$ cat src/rtl/note_sequencer.sv
// -----------------------------------------------------------------------------
// note_sequencer
// Song-playback controller. Walks a note ROM one entry at a time, holds each
// note for its stored number of beats and reports play/pause and end-of-song
// status.
//
// Optional build macro: NOTE_SEQUENCER_LOOP_EN
//   defined   -> after the last entry, wrap to entry 0 and keep playing
//   undefined -> after the last entry, stop in DONE until restart
//
// Ports:
//   clk         in   system clock, rising edge
//   rst         in   asynchronous active-low reset
//   play_pause  in   1-cycle pulse, toggles playing (ignored in DONE)
//   restart     in   1-cycle pulse, rewind to entry 0
//   beat        in   1-cycle tick from the beat generator
//   rom_addr    out  note ROM read address
//   rom_data    in   {note, duration}, valid 1 cycle after rom_addr
//   note_out    out  current note code (0 = rest)
//   note_valid  out  note_out is to be sounded
//   new_note    out  1-cycle pulse on the first cycle of a note
//   playing     out  1 = running, 0 = paused
//   song_done   out  high while stopped at end of song
// -----------------------------------------------------------------------------
module note_sequencer #(
   parameter int ADDR_W   = 5,
   parameter int NOTE_W   = 6,
   parameter int DUR_W    = 6,
   parameter int SONG_LEN = 32
) (
   input  logic                    clk,
   input  logic                    rst,
   input  logic                    play_pause,
   input  logic                    restart,
   input  logic                    beat,
   output logic [ADDR_W-1:0]       rom_addr,
   input  logic [NOTE_W+DUR_W-1:0] rom_data,
   output logic [NOTE_W-1:0]       note_out,
   output logic                    note_valid,
   output logic                    new_note,
   output logic                    playing,
   output logic                    song_done
);

   typedef enum logic [2:0] {
      S_IDLE  = 3'd0,
      S_FETCH = 3'd1,
      S_LOAD  = 3'd2,
      S_PLAY  = 3'd3,
      S_DONE  = 3'd4
   } state_t;

   localparam logic [ADDR_W-1:0] LAST_ADDR = ADDR_W'(SONG_LEN - 1);
   localparam logic [ADDR_W-1:0] ADDR_ONE  = ADDR_W'(1);
   localparam logic [ADDR_W-1:0] ADDR_ZERO = {ADDR_W{1'b0}};
   localparam logic [DUR_W-1:0]  DUR_ONE   = DUR_W'(1);
   localparam logic [DUR_W-1:0]  DUR_ZERO  = {DUR_W{1'b0}};

   state_t              r_state, w_state_nxt, w_end_state;
   logic [ADDR_W-1:0]   r_addr, w_addr_nxt, w_end_addr;
   logic [DUR_W-1:0]    r_dur_cnt, w_dur_nxt;
   logic [NOTE_W-1:0]   r_note, w_note_nxt;
   logic                r_playing, w_playing_nxt;
   logic                r_new_note, w_new_note_nxt;
   logic                r_note_valid, r_song_done;
   logic [NOTE_W-1:0]   w_rom_note;
   logic [DUR_W-1:0]    w_rom_dur;

   assign w_rom_note = rom_data[NOTE_W+DUR_W-1:DUR_W];
   assign w_rom_dur  = rom_data[DUR_W-1:0];

   // Where playback goes once the current entry is finished (or skipped).
   always_comb begin
      w_end_state = S_FETCH;
      w_end_addr  = r_addr + ADDR_ONE;
      if (r_addr == LAST_ADDR) begin
`ifdef NOTE_SEQUENCER_LOOP_EN
         w_end_state = S_FETCH;
         w_end_addr  = ADDR_ZERO;
`else
         w_end_state = S_DONE;
         w_end_addr  = r_addr;
`endif
      end else begin
         w_end_state = S_FETCH;
         w_end_addr  = r_addr + ADDR_ONE;
      end
   end

   // Next-state and datapath update logic.
   always_comb begin
      w_state_nxt    = r_state;
      w_addr_nxt     = r_addr;
      w_dur_nxt      = r_dur_cnt;
      w_note_nxt     = r_note;
      w_new_note_nxt = 1'b0;

      if (play_pause && (r_state != S_DONE)) begin
         w_playing_nxt = ~r_playing;
      end else begin
         w_playing_nxt = r_playing;
      end

      if (restart) begin
         // Restart uses the post-toggle playing value to pick its target.
         w_addr_nxt  = ADDR_ZERO;
         w_dur_nxt   = DUR_ZERO;
         w_state_nxt = w_playing_nxt ? S_FETCH : S_IDLE;
      end else begin
         case (r_state)
            S_IDLE: begin
               if (r_playing) begin
                  w_state_nxt = S_FETCH;
               end else begin
                  w_state_nxt = S_IDLE;
               end
            end
            S_FETCH: begin
               w_state_nxt = S_LOAD;
            end
            S_LOAD: begin
               w_note_nxt = w_rom_note;
               w_dur_nxt  = w_rom_dur;
               if (w_rom_dur == DUR_ZERO) begin
                  // Zero-length entry is skipped silently.
                  w_state_nxt = w_end_state;
                  w_addr_nxt  = w_end_addr;
               end else begin
                  w_state_nxt    = S_PLAY;
                  w_new_note_nxt = 1'b1;
               end
            end
            S_PLAY: begin
               // Beat counts only if we were playing before this edge.
               if (beat && r_playing) begin
                  if (r_dur_cnt > DUR_ONE) begin
                     w_dur_nxt = r_dur_cnt - DUR_ONE;
                  end else begin
                     w_state_nxt = w_end_state;
                     w_addr_nxt  = w_end_addr;
                  end
               end else begin
                  w_state_nxt = S_PLAY;
               end
            end
            S_DONE: begin
               w_state_nxt = S_DONE;
            end
            default: begin
               w_state_nxt = S_IDLE;
            end
         endcase
      end
   end

   // State, datapath and registered output flops.
   always_ff @(posedge clk or negedge rst) begin
      if (!rst) begin
         r_state      <= S_IDLE;
         r_addr       <= ADDR_ZERO;
         r_dur_cnt    <= DUR_ZERO;
         r_note       <= {NOTE_W{1'b0}};
         r_playing    <= 1'b0;
         r_new_note   <= 1'b0;
         r_note_valid <= 1'b0;
         r_song_done  <= 1'b0;
      end else begin
         r_state      <= w_state_nxt;
         r_addr       <= w_addr_nxt;
         r_dur_cnt    <= w_dur_nxt;
         r_note       <= w_note_nxt;
         r_playing    <= w_playing_nxt;
         r_new_note   <= w_new_note_nxt;
         r_note_valid <= (w_state_nxt == S_PLAY) && w_playing_nxt;
         r_song_done  <= (w_state_nxt == S_DONE);
      end
   end

   assign rom_addr   = r_addr;
   assign note_out   = r_note;
   assign note_valid = r_note_valid;
   assign new_note   = r_new_note;
   assign playing    = r_playing;
   assign song_done  = r_song_done;

endmodule

$ cat config.mk
export PLATFORM = sky130hd
export DESIGN_NAME = note_sequencer
export DESIGN_NICKNAME = d
export VERILOG_FILES = /design/src/rtl/note_sequencer.sv
export SDC_FILE = /design/constraint.sdc
export NUM_CORES = 1
export LEC_CHECK = 0
export BUFFER_PORTS_ARGS = -buffer_cell sky130_fd_sc_hd__clkbuf_2
export CAP_MARGIN = 20
export CORE_MARGIN = 4
export CORE_UTILIZATION = 39
export CTS_CLUSTER_DIAMETER = 80
export DETAILED_ROUTE_END_ITERATION = 16
export PLACE_DENSITY_LB_ADDON = 0.12
export SLEW_MARGIN = 15
export SYNTH_ARGS = -nofsm -noshare
export SYNTH_HDL_FRONTEND = slang
export SYNTH_SLANG_ARGS = --single-unit
$ cat constraint.sdc
create_clock -name clk -period 2.8 [get_ports clk]
set_input_delay 0.7 -clock clk [delete_from_list [all_inputs] [get_ports clk]]
set_output_delay 0.7 -clock clk [all_outputs]
set_load 0.01 [all_outputs]
* Word-level counts from Yosys, hierarchy flattened
Index checks and enable logic that the tools add are counted.
** Storage, ports and cells
- Output and inout bits :: 15
- ROM bits :: 0
- Latch bits :: 0
- Bits of input ports :: 17
- RAM bits :: 0
- Memories :: 0
- Word-level logic and storage cells :: 56
- Flip-flop bits (word level) :: 24
** Operators by class
- Shift-type cells :: 0
- Bitwise operators :: 2
- $lt $le $gt $ge :: 1
- Reductions and logical operators :: 9
- Div/mod/pow operators :: 0
- Multiply operators :: 0
- Add/sub/neg operators :: 2
- Mux-type cells :: 22
- Eq/ne operators :: 12
** Operator list (number)
- $mux W5 :: 5
- $mux W6 :: 3
- $mux W3 :: 5
- $ne A3 B3 Y1 const B :: 5
- $pmux W3 S5 :: 1
- $pmux W6 S2 :: 1
- $pmux W5 S2 :: 1
- $eq A3 B2 Y1 const B :: 3
- $eq A3 B3 Y1 const B :: 2
- $gt A6 B1 Y1 const B :: 1
- $logic_not A6 Y1 :: 1
- $mux W1 :: 6
- $sub A6 B1 Y6 const B :: 1
- $add A5 B1 Y5 const B :: 1
- $eq A5 B5 Y1 const B :: 1
- $reduce_and A4 Y1 :: 1
- $eq A3 B1 Y1 const B :: 1
- $logic_and A1 B1 Y1 :: 3
- $logic_not A3 Y1 :: 1
- $reduce_and A3 Y1 :: 1
- $reduce_bool A3 Y1 :: 1
- $not A1 Y1 :: 2
- $reduce_and A2 Y1 :: 1

* Longest topological paths before layout
- Depth after elaboration :: 8
- Mapped depth :: 7
- Mapped depth without buffers :: 7

* Least setup slack after synthesis
Ideal clock, no wire load.
- Path kind :: register -> register
- From :: reg r_addr[0] (netlist: rom_addr[0])
- To :: reg r_addr[3] (netlist: rom_addr[3])
- Library setup time :: 127 ps
- Data arrival time :: 2502 ps
- Path buffers :: 0
- Data required time :: 2673 ps
- Stages on the path, launching flop included :: 8
- Period minus slack after synthesis :: 2630 ps
- Path slack :: 170 ps
- Cells stage by stage :: dfrtp_1 -> ha_1 -> and3_1 -> ha_1 -> or4b_1 -> or4_1 -> a21oi_2 -> mux2_1
** Between the ends
- Longest elaborated chain between the ends :: 6
- Elaborated cells on any way between the ends :: 8
- Classes of those cells :: add/sub (1); eq/ne (1); mux (6)
** RTL lines
- from (decl) :: line 60 : logic [ADDR_W-1:0] r_addr, w_addr_nxt, w_end_addr;
- from (signal assigned) :: line 169 : r_addr <= w_addr_nxt;
- $add A5 B1 Y5 or $eq A5 B5 Y1 (tied branches) :: line 86, 76
- $mux W5 * :: line 76 : if (r_addr == LAST_ADDR) begin
- $mux W5 :: line 136 : if (r_dur_cnt > DUR_ONE) begin
- $mux W5 :: line 135 : if (beat && r_playing) begin
- $pmux W5 S2 * :: line 110 : case (r_state)
- $mux W5 * :: line 104 : if (restart) begin
Every way passes the cells marked *; elsewhere a longest branch is shown, timed or not. The select of a mux whose other input is x is not followed.
A chain may end at the register's enable or synchronous reset.

* Final worst setup path
Ends and elaborated chain as after synthesis.

==> qor.yml <==
power.internal_mw: 0.894
drc: 0
crit_required_ns: 3.02
crit_fanout: 5
vias_per_cell: 5.82
cap_violations: 0
fin_worst_skew_ns: 0.00344
worst_pin_slew_ns: 0.623
syn_avg_cell_area_um2: 9.68
gp_congestion: 0.839
synthXorXnorAreaFrac_pct: 0.619
relSlewSlack_pct: 58.5
hold_class: "primary input to asynchronous set/reset pin"
synth_adder_area_share_pct: 3.54
gr-usage-met1_pct: 22.1
switching_share_pct: 40.2
power_density_mw_per_mm2: 895
muxShareOfSynthArea_pct: 6.37
fmaxAchievable_mhz: 370
track_usage_pct: 16.7
die_x_um: 68.2
grt_overflow: 0
synth_compound_area_share_pct: 18.2
core_area_mm2: 0.00342
post-dp-hpwl_um: 2620
grt_max_degree: 25
synth_nets: 167
peakVddDrop_mv: 0.376
port_buffers: 31
cts_setup_buffers: 0
fin_util_pct: 48.9
worstSetupEndpointType: "flip-flop"
grt_pass1_vias: 1300
yosys_register_bits: 24
yosysSeqAreaShare_pct: 42.5
antenna_found_initial: 0
met2_usage_pct: 27.1
grt_pass1_wl_um: 5910
dp.cells: 219
clockRootBuffer: "clkbuf_4"
drt_iter0_drc: 113
met3_usage_pct: 4.27
rows: 21
layout-drive-gt1-share_pct: 29.9
synth.largest_area_cell: "dfrtp_1"
num_vias: 1298
diodes: 0
hold_viol_final: 0
synth_area_leaders: "dfrtp_1 42%, mux2_2 5.6%, ha_1 3.5%"
grt-busiest-layer: "met2"
cts_inserted_buffers: 3
fin_cells: 223
synth_top_family_by_area: "simple AND/OR/NAND/NOR gates"
final.fill_count: 344
htreeDepth: 1
hold_ws_ns: 0.369
drt_first_pass_iters: 4
synth_cells: 146
crit_arrival_ns: 2.92
finalSetupViolations: 0
cts_hold_buf: 0
worst_setup_path_start_kind: "flip-flop"
min_period_ns: 2.70
p_clk_share_pct: 16.9
async_flop_share_pct: 100
leakage_nw: 0.754
wire_per_inst_um: 16.1
outcome: "complete, no violations"
synth_edf_count: 0
io-pin-count: 32
synth_top_cell_area_share_pct: 42.5
start_util_pct: 41.4
die_height_um: 68.2
yosys.cell_types.count: 46
synth-main-ff-cell: "dfrtp_1"
wl_um: 3580
finalNetCount: 199
postRouteAntennaNets: 0
clk_latency_ns: 0.32
p_comb_share_pct: 45.7
worst-setup-path-type: "flip-flop to flip-flop"
yosys_warnings: 0
max-clock-path-buffers: 2
cts_tree: "yes"
clock_sinks: 24
synth.cell_area_mm2: 0.00141
synthSimpleGateAreaFrac_pct: 25.3
fin_crit_sh_pct: 96.5
power_switching_mw: 0.602
areaGrowthSynthToFinish_pct: 18.2
power_frac_seq_pct: 37.4
dieArea_mm2: 0.00465
path_clk_slew_ns: 0.14
slew_violations: 0
==> power by group through the flow <==
stage	Clock, mW	Sequential (mW)	Combinational [mW]
after floorplan	0	0.555	0.478
after global placement	0	0.557	0.674
after detailed placement	0	0.563	0.682
after CTS	0.264	0.555	0.684
after global routing	0.280	0.577	0.760
final	0.252	0.559	0.684
==> path summary, 6_finish.rpt <==
| kind | from | to | slack, ns | cells after the start |
|---|---|---|---|---|
| worst max-delay path | rom_addr[0] | rom_addr[3] | 0.1 | 7 |
| max in group asynchronous | rst | rom_addr[1] | 2.03 | 1 |
| worst min-delay path | rst | r_dur_cnt[1] | 0.37 | 1 |
| worst min register to register | note_out[5] | note_out[5] | 0.52 | 1 |
| min in group clk | note_out[5] | note_out[5] | 0.52 | 1 |
| worst max register to register | rom_addr[0] | rom_addr[3] | 0.1 | 7 |
==> flip-flops by register name, summed over array words and instances (netlist names) <==
signal      flops
new_note        1
note_out        6
note_valid      1
playing         1
r_dur_cnt       6
r_state         3
rom_addr        5
song_done       1
==> cells in the mapped netlist, types with 2 or more instances <==
cell type,count
dfrtp_1,24
nor2_1,11
o21ai_0,9
a21oi_1,8
mux2_2,7
inv_1,6
nand3_1,6
nand2b_1,5
and2_1,4
ha_1,4
nand2_1,4
nor2b_1,4
nor4_1,4
a311oi_1,3
a31oi_1,3
and3_1,3
buf_2,3
clkbuf_1,3
a211oi_1,2
a21o_1,2
nand4_1,2
or3_1,2
or4_1,2
or4_4,2
or4b_1,2
==> layout by cell type, fill, tap and decap left out, types with 5 or more instances in the layout <==
master / count
clkbuf_2: 31
nand3_1: 6
mux2_2: 7
a21oi_1: 8
dfrtp_1: 24
o21ai_0: 9
inv_1: 6
nand2b_1: 5
nor2_1: 11
==> stage by stage <==
step | cell area, µm² | setup TNS [ns] | total power [mW] | worst slack, ns
final | 1670 | 0 | 1.50 | 0.0989
after global routing | 1670 | -0.00868 | 1.62 | -0.00868
after CTS | 1670 | 0 | 1.50 | 0.0531
after detailed placement | 1620 | 0 | 1.24 | 0.0788
after global placement | 1620 | 0 | 1.23 | 0.139
after floorplan | 1410 | 0 | 1.03 | 0.170
==> worst max-delay path, stage by stage, from the launching register on <==
cell and delay, ns:
dfrtp_1 0.45, ha_1 0.22, and3_1 0.18, ha_1 0.22
or4b_1 0.56, or4_4 0.48, a21oi_2 0.16, mux2_1 0.32
==> routing by layer <==
layer	share of wire, %	vias to the layer above
met5	0	-
met1	43	637
met4	0.64	0
li1	-	614
met3	6.6	4
met2	49	43
==> cell type report <==
cell class / instances / area, µm² / area share [%]
sequential: 24 / 601 / 35.9
multi-input combinational: 110 / 768 / 46.0
clock buffer: 3 / 22.5 / 1.35
clock inverter: 1 / 30.0 / 1.80
inverter: 6 / 22.5 / 1.35
timing repair buffer: 33 / 170 / 10.2
tap: 46 / 57.6 / 3.44
==> repair_timing <==
| action | in CTS | in global routing |
|---|---|---|
| endpoints found under the hold margin | 0 | 0 |
| setup endpoints to repair | 0 | 1 |
| resized for setup | 0 | 1 |
==> logic make-up (layout without fill, tap and decap cells) <==
logic type,count (synthesis),count (layout)
AND/OR/NAND/NOR,59,59
AO/OA/AOI/OAI,38,38
flip-flops,24,24
buffers and inverters,12,43
multiplexers,8,8
adder cells (fa/ha/maj),4,4
XOR/XNOR,1,1
No activity file was read; power rests on OpenSTA's default activity.
